File: src/rtl/if_pkg.sv
// if_pkg: shared definitions for the instruction-fetch stage.
//   fetch_state_e  : fetch FSM states (IDLE, REQ, WAIT, HOLD)
//   RESET_PC_DEF   : default PC loaded by reset
//   NOP_INST_DEF   : default IF/ID instruction word after reset or flush
package if_pkg;

  typedef enum logic [1:0] {
    IDLE,
    REQ,
    WAIT,
    HOLD
  } fetch_state_e;

  localparam logic [31:0] RESET_PC_DEF = 32'h0000_0000;
  localparam logic [31:0] NOP_INST_DEF = 32'h0000_0013;

endpackage

File: src/rtl/fetch_hold_buf.sv
// fetch_hold_buf: one-entry {pc, inst} buffer that parks a fetch response
// while decode is stalled.
//   clk, rst          : clock, asynchronous active-high reset
//   i_load            : capture i_pc/i_inst and mark the entry valid
//   i_release         : entry consumed by IF/ID, mark empty
//   i_clear           : entry dropped by a flush, mark empty
//   i_pc, i_inst      : response to capture
//   o_valid/o_pc/o_inst : buffered entry
module fetch_hold_buf (
  input  logic        clk,
  input  logic        rst,
  input  logic        i_load,
  input  logic        i_release,
  input  logic        i_clear,
  input  logic [31:0] i_pc,
  input  logic [31:0] i_inst,
  output logic        o_valid,
  output logic [31:0] o_pc,
  output logic [31:0] o_inst
);

  logic        r_valid;
  logic [31:0] r_pc;
  logic [31:0] r_inst;

  always_ff @(posedge clk or posedge rst) begin
    if (rst) begin
      r_valid <= 1'b0;
      r_pc    <= '0;
      r_inst  <= '0;
    end else if (i_clear || i_release) begin
      r_valid <= 1'b0;
    end else if (i_load) begin
      r_valid <= 1'b1;
      r_pc    <= i_pc;
      r_inst  <= i_inst;
    end
  end

  assign o_valid = r_valid;
  assign o_pc    = r_pc;
  assign o_inst  = r_inst;

endmodule

File: src/rtl/if_fetch.sv
// if_fetch: instruction-fetch stage. Owns the fetch PC, runs the single-
// outstanding imem request/response handshake and loads the IF/ID register.
//   clk, rst                : clock, asynchronous active-high reset
//   npc                     : next PC from the next-PC selector
//   redirect                : control-hazard flush, target on npc
//   id_stall                : decode cannot accept this cycle
//   imem_req/imem_addr      : fetch request
//   imem_ready              : request accepted
//   imem_rvalid/imem_rdata  : fetch response
//   if_pc                   : current fetch PC
//   id_valid/id_pc/id_inst  : IF/ID register
// Optional feature macro: IF_PREFETCH_EN issues the next request in the
// same cycle a response is consumed (1 instruction/cycle at 1-cycle latency).
module if_fetch
  import if_pkg::*;
#(
  parameter logic [31:0] RESET_PC = RESET_PC_DEF,
  parameter logic [31:0] NOP_INST = NOP_INST_DEF
) (
  input  logic        clk,
  input  logic        rst,
  input  logic [31:0] npc,
  input  logic        redirect,
  input  logic        id_stall,
  output logic        imem_req,
  output logic [31:0] imem_addr,
  input  logic        imem_ready,
  input  logic        imem_rvalid,
  input  logic [31:0] imem_rdata,
  output logic [31:0] if_pc,
  output logic        id_valid,
  output logic [31:0] id_pc,
  output logic [31:0] id_inst
);

  fetch_state_e r_state;
  fetch_state_e w_state_nxt;
  logic         r_kill;
  logic         w_kill_nxt;
  logic [31:0]  r_pc;
  logic [31:0]  w_pc_nxt;
  logic         r_id_valid;
  logic         w_id_valid_nxt;
  logic [31:0]  r_id_pc;
  logic [31:0]  w_id_pc_nxt;
  logic [31:0]  r_id_inst;
  logic [31:0]  w_id_inst_nxt;
  logic         w_req;
  logic [31:0]  w_addr;

  logic         w_buf_load;
  logic         w_buf_release;
  logic         w_buf_clear;
  logic         w_buf_valid;
  logic [31:0]  w_buf_pc;
  logic [31:0]  w_buf_inst;

  fetch_hold_buf u_hold_buf (
    .clk       (clk),
    .rst       (rst),
    .i_load    (w_buf_load),
    .i_release (w_buf_release),
    .i_clear   (w_buf_clear),
    .i_pc      (r_pc),
    .i_inst    (imem_rdata),
    .o_valid   (w_buf_valid),
    .o_pc      (w_buf_pc),
    .o_inst    (w_buf_inst)
  );

  always_comb begin
    w_state_nxt    = r_state;
    w_kill_nxt     = r_kill;
    w_pc_nxt       = r_pc;
    // Without a stall, IF/ID empties unless something below loads it.
    w_id_valid_nxt = id_stall ? r_id_valid : 1'b0;
    w_id_pc_nxt    = r_id_pc;
    w_id_inst_nxt  = r_id_inst;
    w_buf_load     = 1'b0;
    w_buf_release  = 1'b0;
    w_buf_clear    = 1'b0;
    w_req          = 1'b0;
    w_addr         = r_pc;

    // Flush overrides stall and any IF/ID load decided below.
    if (redirect && (r_state != IDLE)) begin
      w_pc_nxt       = npc;
      w_id_valid_nxt = 1'b0;
      w_id_inst_nxt  = NOP_INST;
    end

    unique case (r_state)
      IDLE: w_state_nxt = REQ;

      REQ: begin
        w_req = 1'b1;
        if (imem_ready) begin
          w_state_nxt = WAIT;
          // The accepted request is for the pre-redirect PC; drop its reply.
          if (redirect) w_kill_nxt = 1'b1;
        end
      end

      WAIT: begin
        if (redirect) begin
          if (imem_rvalid) begin
            w_kill_nxt  = 1'b0;
            w_state_nxt = REQ;
          end else begin
            w_kill_nxt  = 1'b1;
          end
        end else if (imem_rvalid) begin
          if (r_kill) begin
            w_kill_nxt  = 1'b0;
            w_state_nxt = REQ;
          end else if (!id_stall) begin
            w_id_valid_nxt = 1'b1;
            w_id_pc_nxt    = r_pc;
            w_id_inst_nxt  = imem_rdata;
            w_pc_nxt       = npc;
`ifdef IF_PREFETCH_EN
            w_req       = 1'b1;
            w_addr      = npc;
            w_state_nxt = imem_ready ? WAIT : REQ;
`else
            w_state_nxt = REQ;
`endif
          end else begin
            w_buf_load  = 1'b1;
            w_state_nxt = HOLD;
          end
        end
      end

      HOLD: begin
        if (redirect) begin
          w_buf_clear = 1'b1;
          w_state_nxt = REQ;
        end else if (!id_stall) begin
          w_buf_release  = 1'b1;
          w_id_valid_nxt = w_buf_valid;
          w_id_pc_nxt    = w_buf_pc;
          w_id_inst_nxt  = w_buf_inst;
          w_pc_nxt       = npc;
          w_state_nxt    = REQ;
        end
      end

      default: w_state_nxt = IDLE;
    endcase
  end

  always_ff @(posedge clk or posedge rst) begin
    if (rst) begin
      r_state    <= IDLE;
      r_kill     <= 1'b0;
      r_pc       <= RESET_PC;
      r_id_valid <= 1'b0;
      r_id_pc    <= '0;
      r_id_inst  <= NOP_INST;
    end else begin
      r_state    <= w_state_nxt;
      r_kill     <= w_kill_nxt;
      r_pc       <= w_pc_nxt;
      r_id_valid <= w_id_valid_nxt;
      r_id_pc    <= w_id_pc_nxt;
      r_id_inst  <= w_id_inst_nxt;
    end
  end

  assign imem_req  = w_req;
  assign imem_addr = w_addr;
  assign if_pc     = r_pc;
  assign id_valid  = r_id_valid;
  assign id_pc     = r_id_pc;
  assign id_inst   = r_id_inst;

endmodule
File: config.mk
export PLATFORM = sky130hd
export DESIGN_NAME = if_fetch
export DESIGN_NICKNAME = d
export VERILOG_FILES = /design/src/rtl/if_pkg.sv /design/src/rtl/fetch_hold_buf.sv /design/src/rtl/if_fetch.sv
export SDC_FILE = /design/constraint.sdc
export NUM_CORES = 1
export LEC_CHECK = 0
export BUFFER_PORTS_ARGS = -buffer_cell sky130_fd_sc_hd__buf_2
export CORE_MARGIN = 2
export CORE_UTILIZATION = 38
export CTS_BUF_LIST = sky130_fd_sc_hd__clkbuf_4
export DETAILED_ROUTE_END_ITERATION = 7
export PLACE_DENSITY = 0.64
export SLEW_MARGIN = 10
export SYNTH_ARGS = -nofsm -noshare
export SYNTH_HDL_FRONTEND = slang
export SYNTH_SLANG_ARGS = --single-unit
File: constraint.sdc
create_clock -name clk -period 6.6 [get_ports clk]
set_clock_uncertainty 0.15 [all_clocks]
set_input_delay 0.66 -clock clk [delete_from_list [all_inputs] [get_ports clk]]
set_output_delay 0.66 -clock clk [all_outputs]
set_load 0.05 [all_outputs]
# Yosys cells after proc, flatten, opt, wreduce, memory -nomap -nowiden
# Cells that the tools add are included.
totals:
  register_bits: 165
  inputBits: 70
  output_inout_bits: 130
  word_cells: 93
op_classes:
  n_eq_ne: 13
  muxes: 59
  bitwise: 1
  reduce_logical: 11
op_table:
  columns: ["cell", "count"]
  rows:
  - ["32-bit 2-to-1 mux", 19]
  - ["32-bit one-hot mux with 2 select lines", 3]
  - ["1-bit 2-to-1 mux", 26]
  - ["2-bit 2-to-1 mux", 8]
  - ["2-bit inequality test, second input constant", 8]
  - ["2-bit one-hot mux with 4 select lines", 1]
  - ["2-bit nonzero test", 4]
  - ["7-bit AND reduction", 1]
  - ["3-bit inequality test, second input constant", 2]
  - ["2-bit == test, second input constant", 2]
  - ["1-bit one-hot mux with 2 select lines", 2]
  - ["4-bit AND reduction", 1]
  - ["3-bit AND reduction", 1]
  - ["2-bit by 1-bit == test with 1-bit output, second input constant", 1]
  - ["2-bit logical NOT", 1]
  - ["2-bit AND reduction", 1]
  - ["1-bit logical AND", 1]
  - ["1-bit logical OR", 1]
  - ["1-bit inverter", 1]

# Depth between registers and ports, before layout
# Gate-level depths: netlist of run 1.
depth:
  ltp_word: 8
  ltp_mapped: 9
  mapped_depth_nobuf: 6

# By module
# A second synthesis of run 1 with hierarchy kept.
hier_totals:
  cells_unflattened: 644
  hier_area_um2: 8027.7
modules_own_cells:
  columns: ["module", "instances", "cells_each", "area_per_inst_um2", "seq_area_each_um2"]
  rows:
  - ["if_fetch", 1, 504, 5298.8, 2506.2]
  - ["fetch_hold_buf", 1, 140, 2728.9, 1626.6]

# Worst setup path before layout of run 1
# OpenSTA, ideal clock, no wires.
synth_path:
  path_kind: "register to register"
  start: "register r_state[0]"
  end: "register r_pc[10], in the netlist if_pc[10]"
  arrival_time_ns: 1.864
  required_ns: 6.329
  setup_slack_ns: 4.465
  stages_incl_launch_ff: 10
  period_less_slack_ns: 2.135
  cell_sequence: "dfrtp_1 -> inv_1 -> ha_1 -> nor2b_4 -> and3b_1 -> buf_2 -> or3_1 -> buf_2 -> buf_6 -> a22o_1"
synth_via:
  elab_chain_cells: 8
synth_lines:
  columns: ["element", "line_no", "source"]
  rows:
  - ["from (decl)", "if_fetch.sv:36", "fetch_state_e r_state;"]
  - ["from (signal assigned)", "if_fetch.sv:162", "r_state <= w_state_nxt;"]
  - ["2-bit nonzero test", "if_fetch.sv:86", "if (redirect && (r_state != IDLE)) begin"]
  - ["1-bit logical AND", "if_fetch.sv:86", null]
  - ["32-bit 2-to-1 mux", "if_fetch.sv:86", null]
  - ["32-bit 2-to-1 mux", "if_fetch.sv:116, if_fetch.sv:139", null]
  - ["32-bit 2-to-1 mux", "if_fetch.sv:113", "if (r_kill) begin"]
  - ["32-bit 2-to-1 mux", "if_fetch.sv:112", "end else if (imem_rvalid) begin"]
  - ["32-bit 2-to-1 mux", "if_fetch.sv:105", "if (redirect) begin"]
  - ["32-bit one-hot mux with 2 select lines *", "if_fetch.sv:92", "unique case (r_state)"]
  - ["net w_pc_nxt[10]", "if_fetch.sv:41", "logic [31:0] w_pc_nxt;"]
  - ["to (signal assigned)", "if_fetch.sv:164", "r_pc <= w_pc_nxt;"]
  - ["to (decl)", "if_fetch.sv:40", "logic [31:0] r_pc;"]
# Mark *: on every way through the listed nets, which the timed path passes. The rest lies on a longest branch.
# A chain may end at the register's enable or synchronous reset.

# Worst setup path after layout of run 1
layout_path:
  start: "register r_state[0]"
  end: "register u_hold_buf.r_inst[8], in the netlist u_hold_buf.o_inst[8]"
layout_via:
  elab_chain_cells: 5
layout_lines:
  columns: ["element", "line_no", "source"]
  rows:
  - ["2-bit == test", "if_fetch.sv:92", null]
  - ["1-bit 2-to-1 mux", "if_fetch.sv:92", null]
  - ["1-bit logical OR", "fetch_hold_buf.sv:31", "end else if (i_clear || i_release) begin"]
  - ["1-bit inverter (no line)", null, null]
  - ["2-bit AND reduction (no line) *", null, null]
  - ["to (signal assigned)", "fetch_hold_buf.sv:36", "r_inst <= i_inst;"]
  - ["to (decl)", "fetch_hold_buf.sv:24", "logic [31:0] r_inst;"]
# Every way passes the cells marked *; elsewhere a longest branch is shown, timed or not.

==> summary.txt, run 1 <==
Run status
  – Status: finished, final reports clean

Yosys
  – Post-synth ARST share: 1.00
  – Synth unique cells: 34
  – Avg Cell Area, Syn: 12.2 um2
  – Top post-synthesis cells by area: dfrtp_1 58%, mux2_2 10%, nand2_1 5.3%, mux2i_1 4.6%, a22o_1 3.9%
  – Synthesized cell area: 6970 um2
  – Sequential-to-total area share from yosys stat: 0.593
  – Count of flip-flops with a built-in enable after synthesis: 0
  – Yosys reg bits: between 150 and 200
  – Net Count, Synth: between 600 and 700
  – Post-synthesis cell count: between 500 and 600
  – Post-synth top flop: dfrtp_1
  – Post-synth top area cell: dfrtp_1
  – Ys Warns: 0
  – Yosys top cell area share: 0.582

Setup path
  – Reg2reg path depth: 5
  – WP data arrival: ~3 ns
  – R2R Path End: u_hold_buf.o_inst[8]$_DFFE_PP0P_
  – Reg2Reg Launch Point: r_state[0]$_DFFE_PP0P_
  – Critical path endpoint: u_hold_buf.o_inst[8]$_DFFE_PP0P_
  – CP Data Required Time: between 6 and 7 ns
  – Worst-path fanout max: between 60 and 70
  – CP Class: flip-flop to flip-flop
  – Nature of the critical path endpoint: flip-flop
  – Reg2Reg Setup Slack: roughly 3.9 ns
  – Worst setup SP type: flip-flop
  – Crit path launch: r_state[0]$_DFFE_PP0P_

Place
  – Routability cong.: between 0.7 and 0.8
  – Placed cells: ~940
  – Post-DP Area: 7930 um2
  – Dpl hpwl: ~10 mm
  – IO buf count: between 150 and 200

Timing
  – RSZ-0062 raised after global routing: false
  – Fmax: 0.375 GHz
  – # setup viols final: 0
  – Tmin final: 2.66 ns
  – Final hold vios: 0
  – Setup_tns: 0 ns
  – Max-slew violation count: 0
  – Tightest Pin Transition: roughly 1 ns
  – Rel. slew slack: 0.336
  – Worst-case hold slack: 0.0693 ns
  – Ratio of final minimum period to clock period: 0.404

Finish
  – Layout cells sized above 1: 0.423
  – Final net count: between 800 and 900
  – Multi-input gate area: ~2400 um2
  – Commonest non-fill, non-tap cell in the layout: buf_2
  – Finished Layout Cells: slightly below 1,000
  – Final Core Density: 0.458
  – Seq. cell area: between 4000 and 5000 um2
  – Design Area, Final: 8230 um2
  – Antenna Diode Count: 0
  – Most frequent cells in the layout: 199 x buf_2, 162 x dfrtp_1, 98 x nand2_1
  – # fillers: about 1,700
  – P&R area growth vs syn: 18.1%

CTS
  – Worst-Skew Late Latency: about 0.54 ns
  – CTS Buf Count: 17
  – Clk root buf: clkbuf_4
  – Clock-pin transition on the worst setup and hold timing paths: approximately 0.13 ns
  – Post-CTS Setup Inserts: 0
  – CTS max path bufs: 2
  – Hold-fix buffers, CTS: 0
  – Clock sink total: around 170
  – Depth of the CTS H-tree: 4
  – CTS tree: built
  – CTS resizes: 0

Floorplanning
  – Die H: 139 um
  – I/O pins: 200
  – Width of the die: between 100 and 150 um
  – Die Area: 19,400 um2
  – Starting Density: 0.388
  – Rows: 49
  – Core Area: ~18,000 um2

Route
  – Routed wire length per instance: between 15 and 20 um
  – Post-DR vias/cell: between 4 and 5
  – ANT nets after route: 0
  – DRT Wirelength: 15.6 mm
  – Vias: ~4,800
  – Drt pass-1 iters: 4
  – Violation count after the first detailed-route iteration: around 190
  – Residual DRC count: 0

GRT
  – Initial antenna violation count: 0
  – Global route overflow: 0
  – GR Util All Layers: 0.163
  – First-pass GRT wire length: 25.4 mm
  – Vias in the first global route: between 4,000 and 5,000
  – Largest net degree at the start of global routing: between 80 and 90

Pwr
  – Max VDD drop: 0.000361 V
  – Power per Cell Area: 518 nW/um2
  – Static leakage: 4.34 nW

Flow run
  – MaxCap Viol Count: 0

Hold path
  – Hold Path Class: input port to async pin
power by group:
part           switching (mW)  total (mW)  internal [mW]
Sequential              0.242        1.56           1.32
Combinational            1.56        2.08          0.522
Clock                   0.351       0.621          0.270
through the flow:
step | setup WS, ns | power [mW]
after detailed placement | 3.87 | 3.69
final | 3.94 | 4.27
after global placement | 3.94 | 3.65
after CTS | 3.91 | 4.32
after global routing | 3.72 | 4.49
after floorplan | 1.33 | 3.31
logic make-up after synthesis:
kind of cell	after synthesis	share of synthesized area
AO/OA/AOI/OAI	113	0.115
buffers and inverters	75	0.0646
flip-flops	165	0.593
AND/OR/NAND/NOR	116	0.0689
multiplexers	96	0.149
adder cells (fa/ha/maj)	5	0.00898
synth_stat cells (5+ instances only):
library cell	count
inv_1	7
nand2_1	98
ha_1	5
buf_2	18
dfrtp_1	162
clkbuf_1	13
buf_4	33
o21ai_0	39
a22o_1	31
mux2_2	64
a22oi_1	33
mux2i_1	32
worst min-delay path by stage:
stage | slack (ns) | from | end
3_5_place_dp | 0.31 | id_inst[25]$_DFF_PP0_ | id_inst[25]$_DFF_PP0_
3_3_place_gp | 0.30 | id_inst[19]$_DFF_PP0_ | id_inst[19]$_DFF_PP0_
5_1_grt | 0.1 | rst | id_inst[8]$_DFF_PP0_
2_1_floorplan | 0.32 | u_hold_buf.o_inst[0]$_DFFE_PP0P_ | id_inst[0]$_DFF_PP1_
6_report | 0.07 | rst | id_inst[9]$_DFF_PP0_
4_1_cts | 0.08 | rst | u_hold_buf.o_inst[14]$_DFFE_PP0P_
final cells by class:
cell class,instances,share of cell area
tap,229,0.0348
clock inverter,12,0.0188
sequential,165,0.502
inverter,7,0.00380
timing repair buffer,207,0.128
multi-input combinational,330,0.295
clock buffer,19,0.0173
sequential cells by signal, summed over array words and instances (netlist names):
name                count
id_inst                32
id_pc                  32
if_pc                  32
u_hold_buf.o_inst      32
u_hold_buf.o_pc        32
r_state                 2
id_valid                1
r_kill                  1
u_hold_buf.o_valid      1
metal layers:
| layer | share of wire | wire length [um] | global-route usage | vias up |
|---|---|---|---|---|
| met3 | 0.079 | 1230 | 0.0540 | 16 |
| met5 | 0 | 0 | 0 | - |
| met4 | 0.013 | 199 | 0.0569 | 0 |
| met1 | 0.45 | 6950 | 0.213 | 2376 |
| met2 | 0.46 | 7200 | 0.254 | 164 |
| li1 | - | - | - | 2276 |
worst max-delay path, cell delays in order, from the launching register on:
cell and delay, ns:
dfrtp_1 0.46, inv_1 0.11, ha_1 0.29, nor2b_4 0.22, nand3_4 0.72, mux2_2 0.58
Power figures use the tool's default switching activity.
==> run 2, diff against run 1 <==
- clock period: 6.6 -> 2.8 ns (I/O delays scaled with it)
==> run 2 against run 1 <==
  * Die area unchanged
  * Global-route usage is 1.3 points higher
  * Register-to-register slack got worse by 3.4 ns
  * Sequential cell count unchanged
  * First-iteration DRC count rose by 16%
  * Cell area grew 9.2%
  * Non-clock buffer count increased by 73
  * Clock power grew 120%
  * Largest power group unchanged
  * Highest routed layer is now met5
==> summary.txt, run 2 (same netlist as run 1, synthesis figures left out) <==
Pwr
  – Max VDD drop: 0.000906 V (+150%)
  – Gate power share: 0.499 (+0.011)
  – Sequential Power Share: 0.367 (about the same)
  – Clock network power share: 0.133 (-0.013)
  – Static leakage: 4.66 nW (+7.4%)
  – Power per Cell Area: 1120 nW/um2 (+120%)
  – Net Sw Power: 5.15 mW (+140%)
  – Switching portion of total power: 0.509 (+0.00464)
  – Internal power: 4.96 mW (+130%)

Route
  – Wire length on met2: 8.34 mm (+16%)
  – Drt pass-1 iters: 4 (unchanged)
  – Met3 wire len: 1.14 mm (-7.6%)
  – Top Metal Used: met5
  – Met1 WL: 7.19 mm (+3.4%)
  – ANT nets after route: 0 (unchanged)
  – Post-DR vias/cell: 4.94 (-0.87%)
  – Violation count after the first detailed-route iteration: 217 (+16%)
  – DRT Wirelength: 16.8 mm (+7.9%)
  – Vias: 5,156 (+6.7%)
  – Routed wire length per instance: 16.1 um (+0.23%)
  – Residual DRC count: 0 (unchanged)

Finish
  – Most frequent cells in the layout: 199 x buf_2, 162 x dfrtp_1, 98 x nand2_1
  – P&R area growth vs syn: 29.0%
  – Layout cells sized above 1: 0.389 (-0.0343)
  – Finished Layout Cells: 1,043 (+7.6%)
  – Final net count: 876 (+9.1%)
  – Commonest non-fill, non-tap cell in the layout: buf_2

Place
  – Pre-CTS WS: 0.528 ns (-3.34 ns)
  – Routability cong.: 0.737 (-3.8%)
  – Dpl hpwl: 11.1 mm (+6.6%)
  – IO buf count: 199 (unchanged)
  – Placed cells: 943 (+0.53%)

Setup path
  – CP Data Required Time: 3.07 ns (-3.80 ns)
  – Reg2Reg Setup Slack: 0.53 ns (-3.40 ns)
  – WP data arrival: 2.54 ns (-0.40 ns)
  – Worst-path fanout max: 26 (-60%)
  – CP Class: flip-flop to flip-flop
  – Worst setup SP type: flip-flop
  – Nature of the critical path endpoint: flip-flop

Timing
  – Worst-case hold slack: 0.0938 ns (+0.0245 ns)
  – Final hold vios: 0 (unchanged)
  – Fmax: 0.441 GHz (+17%)
  – Ratio of final minimum period to clock period: 0.810 (+0.406)
  – Rel. slew slack: 0.404 (+0.0677)
  – Setup_tns: 0 ns (unchanged)
  – Final worst setup slack: 0.532 ns (-3.40 ns)
  – Tightest Pin Transition: 0.892 ns (-0.103 ns)
  – # setup viols final: 0 (unchanged)
  – Max-slew violation count: 0 (unchanged)
  – Tmin final: 2.27 ns (-0.396 ns)
  – RSZ-0062 raised after global routing: false

GRT
  – Global route overflow: 0 (unchanged)
  – Largest net degree at the start of global routing: 54 (-38%)
  – Initial antenna violation count: 2 (+2)
  – GR Util All Layers: 0.175 (+0.0129)
  – Vias in the first global route: 5,376 (+11%)
  – First-pass GRT wire length: 27.4 mm (+7.6%)

Floorplanning
  – I/O pins: 200 (unchanged)
  – Starting Density: 0.388 (unchanged)
  – Die Area: 19,400 um2 (unchanged)
  – Core Area: 18,000 um2 (unchanged)
  – Width of the die: 139 um (unchanged)
  – Rows: 49 (unchanged)
  – Die H: 139 um (unchanged)

Flow run
  – MaxCap Viol Count: 0 (unchanged)

CTS
  – Clock sink total: 165 (unchanged)
  – CTS max path bufs: 2 (unchanged)
  – Post-CTS Setup Inserts: 0 (unchanged)
  – Worst-Skew Late Latency: 0.53 ns (about the same)
  – CTS tree: built
  – CTS Buf Count: 17 (unchanged)
  – Clock-pin transition on the worst setup and hold timing paths: 0.13 ns (about the same)
  – Depth of the CTS H-tree: 4 (unchanged)
  – CTS resizes: 0 (unchanged)
  – Clk root buf: clkbuf_4

Hold path
  – Hold Path Class: input port to flip-flop

Run status
  – Status: finished, final reports clean
-- run 2: changes by cell type in the layout (fill, tap and decap cells not counted) --
cell,before,now
dlygate4sd3_1,0,68
buf_12,0,6
clkbuf_4,19,17
clkinv_1,0,2
clkinv_2,3,5
buf_4,8,7
bufinv_16,3,2
clkinv_4,3,2
diode_2,0,1
-- run 2: cell type report --
class / count / area (um2)
clock buffer: 17 / 128
fill: 1622 / 8970
multi-input combinational: 330 / 2430
clock inverter: 14 / 135
antenna: 1 / 2.50
timing repair buffer: 280 / 1850
inverter: 7 / 30.0
tap: 229 / 287
sequential: 165 / 4130
-- run 2: routing by layer --
layer	global-route usage	up-vias
li1	-	2432
met1	0.213	2548
met2	0.309	160
met3	0.0568	14
met4	0.0340	2
met5	0	-
-- run 2: what timing repair did --
item,4_1_cts,5_1_grt
endpoints found under the hold margin,133,0
hold buffers,68,0
setup endpoints to repair,0,0
-- run 2: final timing paths --
check                                                    endpoint  cells after the start                   start
worst max-delay path            u_hold_buf.o_inst[17]$_DFFE_PP0P_                      6  r_state[0]$_DFFE_PP0P_
worst min-delay path                           id_valid$_DFF_PP0_                      3                redirect
worst max register to register  u_hold_buf.o_inst[17]$_DFFE_PP0P_                      6  r_state[0]$_DFFE_PP0P_
worst min register to register               id_inst[2]$_DFF_PP0_                      2    id_inst[2]$_DFF_PP0_
max in group asynchronous                    id_inst[0]$_DFF_PP1_                      4                     rst
min in group asynchronous                     if_pc[29]$_DFF_PP0_                      3                     rst
-- run 2: power by group through the flow --
stage               registers, mW  logic, mW  clock network (mW)
finish                       3.71       5.05                1.35
global route                 3.82       5.31                1.51
global placement             3.71       4.92                   0
detailed placement           3.76       4.99                   0
floorplan                    5.34       2.46                   0
CTS                          3.71       5.08                1.40
-- run 2: per-stage QoR --
| step | area [um2] | utilization | power (mW) |
|---|---|---|---|
| floorplan | 6970 | - | 7.81 |
| global placement | 8050 | 0.448 | 8.63 |
| detailed placement | 8050 | 0.448 | 8.76 |
| CTS | 8990 | 0.500 | 10.2 |
| global route | 8990 | 0.500 | 10.6 |
| finish | 8990 | 0.501 | 10.1 |
-- run 2: critical path, stage by stage, from the launching register on --
cell and delay [ns]:
dfrtp_1 0.46, inv_1 0.12, ha_1 0.30, nor2b_4 0.22, nand3_4 0.32, buf_12 0.31, mux2_2 0.28
